<file path="src/rtl/mem_port_arbiter.sv">
// -----------------------------------------------------------------------------
// mem_port_arbiter
//
// Shares one single-ported instruction/data memory between the IF stage and the
// MEM stage. Each cycle the pipeline may ask for a fetch and/or a load/store.
// These are serialised onto a registered req/ack memory bus, with the data
// access first because it belongs to the older instruction. The whole pipeline
// is stalled until every access requested in the current cycle has completed.
// A watchdog aborts an access whose ack never arrives and records that in a
// sticky error flag.
//
// Parameters:
//   TIMEOUT    cycles to wait for ram_ack before aborting (0 disables)
//   TO_W       watchdog counter width, 2**TO_W > TIMEOUT
//
// Ports:
//   clk, rst                   clock, asynchronous active-high reset
//   if_req, if_addr            fetch request and PC
//   mem_rd, mem_wr             MEM-stage load / store (both high = store)
//   mem_addr, mem_wdata        load/store address and store data
//   ram_req, ram_we            registered memory request and write enable
//   ram_addr, ram_wdata        registered memory address and write data
//   ram_rdata, ram_ack         memory read data and completion
//   if_rdata, mem_rdata        fetched instruction and load result
//   stall                      freeze PC and all pipeline registers
//   bus_err                    sticky watchdog-abort flag
// -----------------------------------------------------------------------------
module mem_port_arbiter #(
    parameter int unsigned TIMEOUT = 15,
    parameter int unsigned TO_W    = 4
) (
    input  logic        clk,
    input  logic        rst,
    input  logic        if_req,
    input  logic [31:0] if_addr,
    input  logic        mem_rd,
    input  logic        mem_wr,
    input  logic [31:0] mem_addr,
    input  logic [31:0] mem_wdata,
    output logic        ram_req,
    output logic        ram_we,
    output logic [31:0] ram_addr,
    output logic [31:0] ram_wdata,
    input  logic [31:0] ram_rdata,
    input  logic        ram_ack,
    output logic [31:0] if_rdata,
    output logic [31:0] mem_rdata,
    output logic        stall,
    output logic        bus_err
);

    typedef enum logic [1:0] {
        IDLE = 2'd0,
        DACC = 2'd1,
        IACC = 2'd2
    } state_t;

    localparam logic            TO_EN   = (TIMEOUT != 0);
    // Count value on which the next ack-less edge brings the count to TIMEOUT.
    localparam logic [TO_W-1:0] TO_LAST = (TIMEOUT == 0) ? {TO_W{1'b0}} : TO_W'(TIMEOUT - 1);

    state_t            state_q, state_d;
    logic              ram_req_q, ram_req_d;
    logic              ram_we_q, ram_we_d;
    logic [31:0]       ram_addr_q, ram_addr_d;
    logic [31:0]       ram_wdata_q, ram_wdata_d;
    logic [31:0]       if_rdata_q, if_rdata_d;
    logic [31:0]       mem_rdata_q, mem_rdata_d;
    logic              d_done_q, d_done_d;
    logic              i_done_q, i_done_d;
    logic [TO_W-1:0]   cnt_q, cnt_d;
    logic              bus_err_q, bus_err_d;

    logic              dpend;
    logic              ipend;
    logic              acc_busy;
    logic              timeout;
    logic              done_now;
    logic [31:0]       rdata_eff;

    assign dpend     = (mem_rd | mem_wr) & ~d_done_q;
    assign ipend     = if_req & ~i_done_q;
    assign stall     = dpend | ipend;
    assign acc_busy  = (state_q != IDLE);
    // A real ack on the same edge beats the watchdog.
    assign timeout   = TO_EN & acc_busy & ~ram_ack & (cnt_q == TO_LAST);
    assign done_now  = ram_ack | timeout;
    assign rdata_eff = timeout ? 32'h0000_0000 : ram_rdata;

    // Next-state, bus request and result-latch logic.
    always_comb begin
        state_d     = state_q;
        ram_req_d   = ram_req_q;
        ram_we_d    = ram_we_q;
        ram_addr_d  = ram_addr_q;
        ram_wdata_d = ram_wdata_q;
        if_rdata_d  = if_rdata_q;
        mem_rdata_d = mem_rdata_q;
        d_done_d    = d_done_q;
        i_done_d    = i_done_q;
        cnt_d       = cnt_q;
        bus_err_d   = bus_err_q | timeout;

        // The pipeline advances on any unstalled edge, opening a new window.
        if (!stall) begin
            d_done_d = 1'b0;
            i_done_d = 1'b0;
        end else begin
            d_done_d = d_done_q;
            i_done_d = i_done_q;
        end

        case (state_q)
            IDLE: begin
                if (dpend) begin
                    state_d     = DACC;
                    ram_req_d   = 1'b1;
                    ram_we_d    = mem_wr;
                    ram_addr_d  = mem_addr;
                    ram_wdata_d = mem_wdata;
                    cnt_d       = {TO_W{1'b0}};
                end else if (ipend) begin
                    state_d    = IACC;
                    ram_req_d  = 1'b1;
                    ram_we_d   = 1'b0;
                    ram_addr_d = if_addr;
                    cnt_d      = {TO_W{1'b0}};
                end else begin
                    ram_req_d = 1'b0;
                    ram_we_d  = 1'b0;
                end
            end
            DACC: begin
                if (done_now) begin
                    d_done_d = 1'b1;
                    // A store leaves the previous load result untouched.
                    if (!ram_we_q) begin
                        mem_rdata_d = rdata_eff;
                    end else begin
                        mem_rdata_d = mem_rdata_q;
                    end
                    // Chain straight into the fetch without dropping ram_req.
                    if (ipend) begin
                        state_d    = IACC;
                        ram_req_d  = 1'b1;
                        ram_we_d   = 1'b0;
                        ram_addr_d = if_addr;
                        cnt_d      = {TO_W{1'b0}};
                    end else begin
                        state_d   = IDLE;
                        ram_req_d = 1'b0;
                        ram_we_d  = 1'b0;
                    end
                end else begin
                    cnt_d = cnt_q + TO_W'(1'b1);
                end
            end
            IACC: begin
                if (done_now) begin
                    if_rdata_d = rdata_eff;
                    i_done_d   = 1'b1;
                    state_d    = IDLE;
                    ram_req_d  = 1'b0;
                    ram_we_d   = 1'b0;
                end else begin
                    cnt_d = cnt_q + TO_W'(1'b1);
                end
            end
            default: begin
                state_d   = IDLE;
                ram_req_d = 1'b0;
                ram_we_d  = 1'b0;
            end
        endcase
    end

    // State and output registers; reset drops ram_req without a clock edge.
    always_ff @(posedge clk or posedge rst) begin
        if (rst) begin
            state_q     <= IDLE;
            ram_req_q   <= 1'b0;
            ram_we_q    <= 1'b0;
            ram_addr_q  <= 32'h0000_0000;
            ram_wdata_q <= 32'h0000_0000;
            if_rdata_q  <= 32'h0000_0000;
            mem_rdata_q <= 32'h0000_0000;
            d_done_q    <= 1'b0;
            i_done_q    <= 1'b0;
            cnt_q       <= {TO_W{1'b0}};
            bus_err_q   <= 1'b0;
        end else begin
            state_q     <= state_d;
            ram_req_q   <= ram_req_d;
            ram_we_q    <= ram_we_d;
            ram_addr_q  <= ram_addr_d;
            ram_wdata_q <= ram_wdata_d;
            if_rdata_q  <= if_rdata_d;
            mem_rdata_q <= mem_rdata_d;
            d_done_q    <= d_done_d;
            i_done_q    <= i_done_d;
            cnt_q       <= cnt_d;
            bus_err_q   <= bus_err_d;
        end
    end

    assign ram_req   = ram_req_q;
    assign ram_we    = ram_we_q;
    assign ram_addr  = ram_addr_q;
    assign ram_wdata = ram_wdata_q;
    assign if_rdata  = if_rdata_q;
    assign mem_rdata = mem_rdata_q;
    assign bus_err   = bus_err_q;

endmodule

</file>
<file path="config.mk">
export PLATFORM = sky130hd
export DESIGN_NAME = mem_port_arbiter
export DESIGN_NICKNAME = d
export VERILOG_FILES = /design/src/rtl/mem_port_arbiter.sv
export SDC_FILE = /design/constraint.sdc
export NUM_CORES = 1
export LEC_CHECK = 0
export BUFFER_PORTS_ARGS = -buffer_cell sky130_fd_sc_hd__buf_2
export CAP_MARGIN = 20
export CORE_ASPECT_RATIO = 0.7
export CORE_MARGIN = 1.5
export CORE_UTILIZATION = 38
export CTS_CLUSTER_SIZE = 16
export DETAILED_ROUTE_END_ITERATION = 6
export PLACE_DENSITY = 0.66
export SETUP_SLACK_MARGIN = 0.1
export SYNTH_ARGS = -nofsm -noshare
export SYNTH_HDL_FRONTEND = slang
export SYNTH_SLANG_ARGS = --single-unit
export TNS_END_PERCENT = 5
</file>
<file path="constraint.sdc">
create_clock -name clk -period 5.2 [get_ports clk]
set_input_delay 0.52 -clock clk [delete_from_list [all_inputs] [get_ports clk]]
set_output_delay 0.52 -clock clk [all_outputs]
set_load 0.05 [all_outputs]
</file>
== Word-level counts from Yosys, hierarchy flattened ==
Index checks and enable logic that the tools add are counted.

* ROM bits: 0
* Input port bits: 134
* RAM bits: 0
* Memories kept: 0
* Latch bits: 0
* Flip-flop bits (word level): 139
* Output and inout port bits: 132

* Equality and inequality tests: 8
* Order comparisons: 0
* Multipliers: 0
* Add/subtract/negate cells: 1
* Shift operators: 0
* Reduce and logical (&&, ||, !) cells: 12
* Div/mod/pow operators: 0
* Muxes and demuxes: 29
* Bitwise operators: 12

{| class="wikitable"
|+ Operators by type and width
! operator !! number
|-
| $mux 32 || 4
|-
| $pmux 32 s2 || 1
|-
| $mux 4 || 4
|-
| $pmux 4 s3 || 1
|-
| $mux 1 || 11
|-
| $mux 2 || 5
|-
| $reduce_and 2->1 || 5
|-
| $ne 2x2->1 const B || 3
|-
| $pmux 2 s3 || 1
|-
| $reduce_and 3->1 || 2
|-
| $add 4x1->4 const B || 1
|-
| $and 1x1->1 || 4
|-
| $eq 4x4->1 const B || 1
|-
| $not 1->1 || 4
|-
| $or 1x1->1 || 4
|-
| $reduce_bool 2->1 || 2
|-
| $ne 3x3->1 const B || 1
|-
| $pmux 1 s3 || 1
|-
| $reduce_bool 3->1 || 1
|-
| $eq 2x1->1 const B || 1
|-
| $eq 2x2->1 const B || 1
|-
| $logic_not 2->1 || 1
|-
| $ne 2x1->1 const B || 1
|-
| $pmux 1 s2 || 1
|-
| $reduce_or 2->1 || 1
|}

== Logic depth before layout (Yosys ltp) ==
Gate-level depths: netlist of run 1.

* Word-level depth: 6
* Gate-level depth with buffers: 10
* Mapped depth without buffers: 6

== Worst setup path before layout of run 1 ==
No wires, ideal clock.

* Path kind: register to register
* Start: register state_q[0]
* End: register if_rdata_q[17] (netlist: if_rdata[17])
* Arrival: 1.678 ns
* Stages on the path, launching flop included: 11
* Library setup time: 0.135 ns
* Path buffers: 4
* Path slack: 3.386 ns
* Path through: dfrtp_1 -> inv_1 -> ha_1 -> buf_4 -> and4b_1 -> buf_6 -> o21ai_1 -> buf_2 -> buf_2 -> nand2_1 -> o21ai_0

* Longest elaborated chain between the ends: 5
* Elaborated cells between the ends (all ways): 7

{| class="wikitable"
|+ RTL lines
! element !! RTL line !! text
|-
| start, declared || 62 || <nowiki>state_t state_q, state_d;</nowiki>
|-
| start signal, assigned || 192 || <nowiki>state_q <= state_d;</nowiki>
|-
| $reduce_bool 2->1 || 84 || <nowiki>assign acc_busy = (state_q != IDLE);</nowiki>
|-
| $and 1x1->1 (2 in series) || 86 || <nowiki>assign timeout = TO_EN & acc_busy & ~ram_ack & (cnt_q == TO_LAST);</nowiki>
|-
| $or 1x1->1 || 87 || <nowiki>assign done_now = ram_ack | timeout;</nowiki>
|-
| $reduce_and 2->1 (no line) || n/a ||
|-
| end signal, assigned || 197 || <nowiki>if_rdata_q <= if_rdata_d;</nowiki>
|-
| end, declared || 67 || <nowiki>logic [31:0] if_rdata_q, if_rdata_d;</nowiki>
|}

Several ways; a longest one is shown, not always the timed one.
A chain may end at the register's enable or synchronous reset.

== Worst setup path after layout of run 1 ==
* Start: register state_q[1]
* End: register ram_addr_q[27] (netlist: ram_addr[27])

* Longest elaborated chain between the ends: 6
* Elaborated cells between the ends (all ways): 10

{| class="wikitable"
|+ RTL lines
! element !! RTL line !! text
|-
| $reduce_bool 2->1 || 84 ||
|-
| $and 1x1->1 (2 in series) || 86 ||
|-
| $or 1x1->1 || 87 ||
|-
| $ne 2x2->1 (no line) || n/a ||
|-
| $reduce_and 2->1 (no line) || n/a ||
|-
| end signal, assigned || 195 || <nowiki>ram_addr_q <= ram_addr_d;</nowiki>
|-
| end, declared || 65 || <nowiki>logic [31:0] ram_addr_q, ram_addr_d;</nowiki>
|}

Several ways; a longest one is shown, not always the timed one.

==> flow_metrics.env, run 1 <==
export IMPL_fin_ws_ps=2130
export IMPL_slew_headroom_pct=36.2
export IMPL_cp_data_arrival_time_ps=3410
export IMPL_drt_iter0_drc=218
export IMPL_cts_buffers=17
export IMPL_finalHoldViolations=0
export IMPL_post_place_ws_ps=2010
export IMPL_netlist_cell_type_count=45
export IMPL_num_vias=4777
export IMPL_clkSlewWorstSetupHoldPaths_ps=60
export IMPL_skew_ps=5.85
export IMPL_rrSetupSlack_ps=2130
export IMPL_outcome="complete, no violations"
export IMPL_critPathBufInv=3
export IMPL_cp_required_ps=5540
export IMPL_layout_common_cells="buf_2 (265), dfrtp_1 (139), nand2_1 (103), o21ai_0 (39)"
export IMPL_vias_per_cell=4.95
export IMPL_start_kind="flop"
export IMPL_initial_utilization_pct=39.6
export IMPL_rsz0062_at_grt="no"
export IMPL_synth_avg_cell_area_um2=11.8
export IMPL_clock_latency_ps=410
export IMPL_finalSetupViolCount=0
export IMPL_crit_type="flop to flop"
export IMPL_cts_setup_buffers=0
export IMPL_grt_max_degree=98
export IMPL_worstSetupEndpoint="ram_addr[27]"
export IMPL_reg2reg_from="state_q[1]"
export IMPL_min_period_ps=3070
export IMPL_core_area_mm2=0.0150
export IMPL_htree_levels=4
export IMPL_syn_num_nets=642
export IMPL_antenna_cells=0
export IMPL_ant_nets=0
export IMPL_synth_top_cells_by_area="dfrtp_1 (59%), a2bb2oi_2 (7.6%), nand2_1 (6.5%)"
export IMPL_slowest_delay_ps=850
export IMPL_worstMarginPinSlew_ps=954
export IMPL_fp_dieH_um=107
export IMPL_maxSlewViolCount=0
export IMPL_r2r_end="ram_addr[27]"
export IMPL_timing_final_crit_share_pct=59.1
export IMPL_synth_top_area_share_pct=58.8
export IMPL_std_cell_rows=37
export IMPL_syn_area_mm2=0.00592
export IMPL_clk_path_buf_depth=2
export IMPL_dr_pass1_iters=4
export IMPL_wl_mm=15.0
export IMPL_routabilityCongestion=0.822
export IMPL_synthCells=502
export IMPL_ctsResizeCount=0
export IMPL_crit_path_cell_trace="inv_1 -> ha_1 -> nor2b_1 -> a21oi_4 -> buf_4 -> a21boi_4 -> buf_4 -> a2bb2oi_2"
export IMPL_cts_root_buf="clkbuf_16"
export IMPL_yosys_area_top_type="dfrtp_1"
export IMPL_timing_fmax_ghz=0.326
export IMPL_hp_class="input port to asynchronous set/reset pin"
export IMPL_grt_pass1_vias=4992
export IMPL_grt_pass1_wl_mm=24.5
export IMPL_seq_area_frac_synth_pct=58.8
export IMPL_dp_hpwl_mm=10.9
export IMPL_startpoint="state_q[1]"
export IMPL_cpMostUsedCell="buf_4"
export IMPL_cap_violations=0
export IMPL_endpoint_kind="flop"
export IMPL_die_w_um=152
export IMPL_path_delay_family="compound AO/OA/AOI/OAI gates"
export IMPL_drc=0
export IMPL_layout_drive_gt1_share_pct=49.5
export IMPL_cts_sinks=139
export IMPL_final_common_cell="buf_2"
export IMPL_wire_per_inst_um=15.6
export IMPL_area_growth_syn_to_layout_pct=34.7
export IMPL_ys_warn_count=0
export IMPL_cp_depth=8
export IMPL_cts_hold_buffers_added=0
export IMPL_slowest_stage="a21boi_4"
export IMPL_ys_seq_elements=139
export IMPL_ioPinCount=266
export IMPL_worst_path_max_fanout=33
export IMPL_cts_tree="done"
export IMPL_setup_tns_ps=0
export IMPL_antenna_found_initial=0
export IMPL_io_buffer_count=265
export IMPL_dieArea_mm2=0.0163
export IMPL_track_usage_pct=18.8
export IMPL_grt_ovfl_total=0
export IMPL_reg2reg_depth=8
export IMPL_fin_nets=898
-- worst min-delay path by stage --
stage / end / from / depth (start not counted) / slack, ps
after global placement: bus_err / bus_err / 1 / 450
after CTS: ram_wdata[19] / mem_wdata[19] / 2 / 310
after detailed placement: bus_err / bus_err / 1 / 460
after floorplan: i_done_q / i_done_q / 2 / 460
after global routing: ram_wdata[19] / mem_wdata[19] / 2 / 310
final: ram_wdata[25] / rst / 2 / 270
-- layer usage --
metal  part of all wire, %  vias to the layer above  global-route usage (%)
li1                      -                     2292                       -
met2                    48                      184                    31.0
met1                    43                     2280                    22.9
met4                   1.5                        0                    5.89
met3                   7.4                       21                    6.96
met5                     0                        -                       0
-- per-stage QoR --
stage / utilization (%) / instance area [um2] / hold slack (ps) / instances
after CTS: 53.1 / 7940 / 314 / 963
after global routing: 53.3 / 7970 / 313 / 965
after floorplan: - / 5920 / 459 / 502
after global placement: 49.3 / 7370 / 447 / 932
final: 53.3 / 7970 / 274 / 965
after detailed placement: 49.3 / 7370 / 457 / 932
-- final cells by class --
class,instances,area (um2)
fillers,1345,6980
flip-flops and latches,139,3480
multi-input cells,319,2240
repair buffers,274,1410
clock buffers,18,439
well taps,195,244
clock inverters,13,128
inverters,7,31.3
-- logic make-up after synthesis --
family | count (synthesis) | share of synthesized area [%]
adders and majority gates | 6 | 1.27
DFF | 139 | 58.8
AOI/OAI and AO/OA | 155 | 20.7
muxes | 32 | 6.09
buffers and inverters | 44 | 3.59
and+or+nand+nor | 126 | 9.58
-- synthesized netlist by cell type (all sizes together) --
cell	n
inv	7
a21boi	1
dfrtp	139
nor3	3
o22ai	32
a41oi	1
nor2	5
nand3	1
a21oi	5
a41o	1
o21ba	1
or2	1
a21o	1
o2bb2ai	1
nor4b	1
clkbuf	9
mux2	32
nand2	103
o41ai	1
nor2b	4
a211oi	5
a2bb2oi	32
a31o	1
nor4	1
o21ai	67
o21bai	1
o31ai	1
o211ai	2
o21a	1
and4b	1
buf	28
nand2b	4
ha	6
a221oi	1
nor4bb	1
nand4b	1
-- registers in the layout, summed over array words and instances (netlist names) --
register,flops
if_rdata,32
mem_rdata,32
ram_addr,32
ram_wdata,32
cnt_q,4
state_q,2
bus_err,1
d_done_q,1
i_done_q,1
ram_req,1
ram_we,1
Power of run 1 is left out: the tool's default activity adds up to more than one toggle a clock period on the data nets, which glitch-free logic cannot reach.
==> run 2, diff against run 1 <==
==> constraint.sdc (replaced) <==
create_clock -name clk -period 2.9 [get_ports clk]
set_input_delay 0.29 -clock clk [delete_from_list [all_inputs] [get_ports clk]]
set_output_delay 0.29 -clock clk [all_outputs]
set_load 0.05 [all_outputs]
==> run 2 against run 1 <==
Critical path type unchanged. Final area increased by 0.61%. Cell count increased by 0.10%. Core utilization increased by 0.33 points. Global-route usage increased by 0.45 points. Sequential share of layout area decreased by 0.27 points. Largest cell class unchanged. Setup slack got worse by 1600 ps. Via count increased by 1.9%. Clock-buffer cell count increased by 1. Die area unchanged. Critical endpoint is now if_rdata[9].
==> flow_metrics.env, run 2 (synthesis gave the netlist of run 1 again) <==
export IMPL_outcome="complete, no violations"
export IMPL_drc=0
export IMPL_placedCellCount=934
export IMPL_num_vias=4870
export IMPL_start_kind="flop"
export IMPL_worstSetupEndpoint="if_rdata[9]"
export IMPL_area_growth_syn_to_layout_pct=35.5
export IMPL_cts_root_buf="clkbuf_16"
export IMPL_fp_dieH_um=107
export IMPL_ctsResizeCount=0
export IMPL_finalSetupViolCount=0
export IMPL_ioPinCount=266
export IMPL_dr_pass1_iters=4
export IMPL_min_period_ps=2340
export IMPL_io_buffer_count=265
export IMPL_worst_hold_slack_ps=58.7
export IMPL_initial_utilization_pct=39.6
export IMPL_clock_latency_ps=420
export IMPL_skew_ps=10.1
export IMPL_die_w_um=152
export IMPL_slowest_stage="buf_4"
export IMPL_drt_iter0_drc=286
export IMPL_slowest_delay_ps=510
export IMPL_design_area_mm2=0.00802
export IMPL_routabilityCongestion=0.864
export IMPL_final_common_cell="buf_2"
export IMPL_wire_per_inst_um=15.7
export IMPL_track_usage_pct=19.2
export IMPL_crit_type="flop to flop"
export IMPL_worstMarginPinSlew_ps=759
export IMPL_cts_buffers=17
export IMPL_cts_hold_buffers_added=0
export IMPL_endpoint_kind="flop"
export IMPL_critPathBufInv=2
export IMPL_cap_violations=0
export IMPL_worst_path_max_fanout=64
export IMPL_cts_setup_buffers=0
export IMPL_setup_tns_ps=0
export IMPL_instances_no_fill=966
export IMPL_grt_pass1_vias=4960
export IMPL_clkSlewWorstSetupHoldPaths_ps=60
export IMPL_antenna_found_initial=1
export IMPL_timing_fmax_ghz=0.428
export IMPL_r2r_end="if_rdata[9]"
export IMPL_layout_drive_gt1_share_pct=49.5
export IMPL_reg2reg_from="state_q[1]"
export IMPL_cp_required_ps=3160
export IMPL_std_cell_rows=37
export IMPL_path_delay_family="buffers and inverters"
export IMPL_grt_ovfl_total=0
export IMPL_reg2reg_depth=6
export IMPL_maxSlewViolCount=0
export IMPL_ant_nets=0
export IMPL_rrSetupSlack_ps=560
export IMPL_antenna_cells=0
export IMPL_cp_data_arrival_time_ps=2600
export IMPL_vias_per_cell=5.04
export IMPL_finalHoldViolations=0
export IMPL_place_area_mm2=0.00740
export IMPL_timing_final_crit_share_pct=80.7
export IMPL_clk_path_buf_depth=2
export IMPL_slew_headroom_pct=49.4
export IMPL_hp_class="input port to asynchronous set/reset pin"
export IMPL_startpoint="state_q[1]"
export IMPL_rsz0062_at_grt="no"
export IMPL_cp_depth=6
export IMPL_crit_path_cell_trace="inv_1 -> ha_1 -> and4b_1 -> o21ai_4 -> buf_4 -> o21ai_0"
export IMPL_grt_max_degree=140
export IMPL_core_area_mm2=0.0150
export IMPL_grt_pass1_wl_mm=24.8
export IMPL_dieArea_mm2=0.0163
export IMPL_fin_nets=898
export IMPL_wl_mm=15.2
export IMPL_cts_tree="done"
export IMPL_fill_cells=1316
export IMPL_dp_hpwl_mm=10.7
export IMPL_htree_levels=4
export IMPL_cts_sinks=139
export IMPL_layout_common_cells="buf_2 (265), dfrtp_1 (139), nand2_1 (103), o21ai_0 (39)"
run 2: cell count changes in the layout (fill, tap and decap cells not counted):
cell        previous run  this run
clkinvlp_4             2         4
buf_8                  2         0
buf_4                  7         8
bufinv_16              2         3
clkbuf_8               1         2
clkinv_2               7         2
buf_12                 0         1
clkinv_4               2         4
run 2: worst register-to-register path, cell delays in order, from the launching register on:
cell and delay [ps]:
dfrtp_1 420, inv_1 110, ha_1 310, and4b_1 380
o21ai_4 190, buf_4 510, o21ai_0 250
run 2: how the worst min path moves through the flow:
stage / end / slack [ps] / from / depth (start not counted)
detailed placement: bus_err / 460 / bus_err / 1
global route: ram_wdata[26] / 80 / mem_wdata[26] / 2
finish: cnt_q[3] / 60 / rst / 3
global placement: bus_err / 450 / bus_err / 1
CTS: ram_wdata[0] / 70 / mem_wdata[0] / 2
floorplan: if_rdata[21] / 430 / ram_rdata[21] / 2
run 2: metrics by stage:
stage          utilization (%)  setup WS (ps)
6_report                  53.6            561
5_1_grt                   53.6            378
4_1_cts                   53.6            585
3_5_place_dp              49.5            614
3_3_place_gp              49.5            740
2_1_floorplan                -            875
run 2: per-layer routing:
layer | up-vias | track usage (%) | share of wire, %
met3 | 27 | 6.92 | 7.8
li1 | 2298 | - | -
met4 | 2 | 7.98 | 2.0
met2 | 203 | 30.6 | 48
met1 | 2340 | 23.9 | 42
met5 | - | 0 | 0.073
run 2: area by class of cell:
type                            instances  area (um2)  share of cell area, %
Multi-Input combinational cell        319        2240                   27.9
Inverter                                7        30.0                  0.374
Tap cell                              195         244                   3.04
Clock inverter                         13         166                   2.08
Timing Repair Buffer                  274        1410                   17.5
Sequential cell                       139        3480                   43.4
Clock buffer                           19         453                   5.65
Power of run 2 is left out for the same reason.
==> run 3, diff against run 2 <==
==> constraint.sdc (replaced) <==
create_clock -name clk -period 2.4 [get_ports clk]
set_input_delay 0.24 -clock clk [delete_from_list [all_inputs] [get_ports clk]]
set_output_delay 0.24 -clock clk [all_outputs]
set_load 0.05 [all_outputs]
==> run 3 against run 2 <==
Final area increased by 1.1%. Core utilization grew 0.57 points. First-iteration DRC count grew 1.0%. Register-to-register slack got worse by 310 ps. Critical path depth increased by 1. Global-route usage fell by 0.40 points. Cell count up 0.21%. Setup slack worse by 310 ps. Hold slack worse by 16 ps.
==> flow_metrics.env, run 3 (synthesis gave the netlist of run 1 again) <==
export IMPL_fill_cells=1306
export IMPL_grt_max_degree=140
export IMPL_vias_per_cell=5.03
export IMPL_crit_path_cell_trace="inv_1 -> ha_1 -> and4b_1 -> nand2b_1 -> buf_6 -> nand2_1 -> o21ai_0"
export IMPL_rsz0062_at_grt="no"
export IMPL_cp_required_ps=2670
export IMPL_cap_violations=0
export IMPL_ioPinCount=266
export IMPL_cp_data_arrival_time_ps=2420
export IMPL_worstMarginPinSlew_ps=731
export IMPL_drc=0
export IMPL_area_growth_syn_to_layout_pct=37.0
export IMPL_cts_tree="done"
export IMPL_final_util_pct=54.2
export IMPL_cts_sinks=139
export IMPL_wl_mm=15.0
export IMPL_clkSlewWorstSetupHoldPaths_ps=60
export IMPL_rrSetupSlack_ps=250
export IMPL_grt_ovfl_total=0
export IMPL_fp_dieH_um=107
export IMPL_outcome="complete, no violations"
export IMPL_reg2reg_depth=7
export IMPL_slowest_stage="and4b_1"
export IMPL_grt_pass1_wl_mm=24.4
export IMPL_hp_class="input port to asynchronous set/reset pin"
export IMPL_critPathBufInv=2
export IMPL_fin_nets=900
export IMPL_antenna_cells=0
export IMPL_dp_hpwl_mm=10.6
export IMPL_timing_fmax_ghz=0.466
export IMPL_cts_buffers=17
export IMPL_crit_type="flop to flop"
export IMPL_htree_levels=4
export IMPL_worst_hold_slack_ps=43.1
export IMPL_place_area_mm2=0.00745
export IMPL_grt_pass1_vias=4867
export IMPL_dieArea_mm2=0.0163
export IMPL_clk_path_buf_depth=2
export IMPL_drt_iter0_drc=289
export IMPL_die_w_um=152
export IMPL_slew_headroom_pct=51.3
export IMPL_std_cell_rows=37
export IMPL_r2r_end="if_rdata[9]"
export IMPL_antenna_found_initial=0
export IMPL_dr_pass1_iters=4
export IMPL_ant_nets=0
export IMPL_finalHoldViolations=0
export IMPL_num_vias=4868
export IMPL_design_area_mm2=0.00810
export IMPL_cts_root_buf="clkbuf_16"
export IMPL_layout_drive_gt1_share_pct=49.7
export IMPL_routabilityCongestion=0.796
export IMPL_slowest_delay_ps=590
export IMPL_initial_utilization_pct=39.6
export IMPL_skew_ps=7.80
export IMPL_cts_hold_buffers_added=0
export IMPL_layout_common_cells="buf_2 (265), dfrtp_1 (139), nand2_1 (103), o21ai_0 (39)"
export IMPL_endpoint_kind="flop"
export IMPL_core_area_mm2=0.0150
export IMPL_setup_tns_ps=0
export IMPL_finalSetupViolCount=0
export IMPL_wire_per_inst_um=15.5
export IMPL_track_usage_pct=18.8
export IMPL_reg2reg_from="state_q[0]"
export IMPL_start_kind="flop"
export IMPL_min_period_ps=2150
export IMPL_clock_latency_ps=410
export IMPL_timing_final_crit_share_pct=89.4
export IMPL_io_buffer_count=265
export IMPL_worst_path_max_fanout=33
export IMPL_maxSlewViolCount=0
export IMPL_final_common_cell="buf_2"
export IMPL_path_delay_family="simple AND/OR/NAND/NOR gates"
run 3: worst reg2reg max path, delay by kind of cell (launching register included):
kind	cells	cell delay, ps
compound gates	1	110
fa+ha+maj	1	290
buf+inv	2	320
flops	1	430
simple gates	3	860
run 3: worst max-delay path by stage:
stage               start       endpoint  slack, ps  cells after the start
2_1_floorplan         rst        bus_err        420                      1
4_1_cts        state_q[0]    if_rdata[9]        170                      7
5_1_grt        state_q[0]       cnt_q[0]        120                      6
6_report       state_q[0]    if_rdata[9]        250                      7
3_3_place_gp   state_q[1]       cnt_q[1]        370                      6
3_5_place_dp   state_q[0]  mem_rdata[24]        260                      7
run 3: cell type report:
class | instances | area, um2 | share of cell area (%)
flip-flops and latches | 139 | 3480 | 42.9
repair buffers | 276 | 1460 | 18.0
well taps | 195 | 244 | 3.01
inverters | 7 | 30.0 | 0.371
multi-input cells | 319 | 2240 | 27.7
clock inverters | 14 | 209 | 2.58
clock buffers | 18 | 439 | 5.42
run 3: metrics by stage:
| stage | worst slack, ps | std cells |
|---|---|---|
| finish | 254 | 968 |
| global route | 121 | 968 |
| CTS | 171 | 968 |
| detailed placement | 258 | 936 |
| global placement | 369 | 936 |
| floorplan | 425 | 502 |
run 3: repair_timing:
| item | CTS | global route |
|---|---|---|
| resized for setup | 0 | 1 |
| setup endpoints to repair | 0 | 18 |
| buffers inserted | 0 | 0 |
run 3: metal layers:
layer / GRT usage, % / vias to the layer above / routed length [um]
li1: - / 2306 / -
met1: 24.0 / 2330 / 6440
met2: 30.3 / 206 / 7180
met3: 5.84 / 26 / 1080
met4: 7.07 / 0 / 291
met5: 0 / - / 0
Power of run 3 is left out for the same reason.
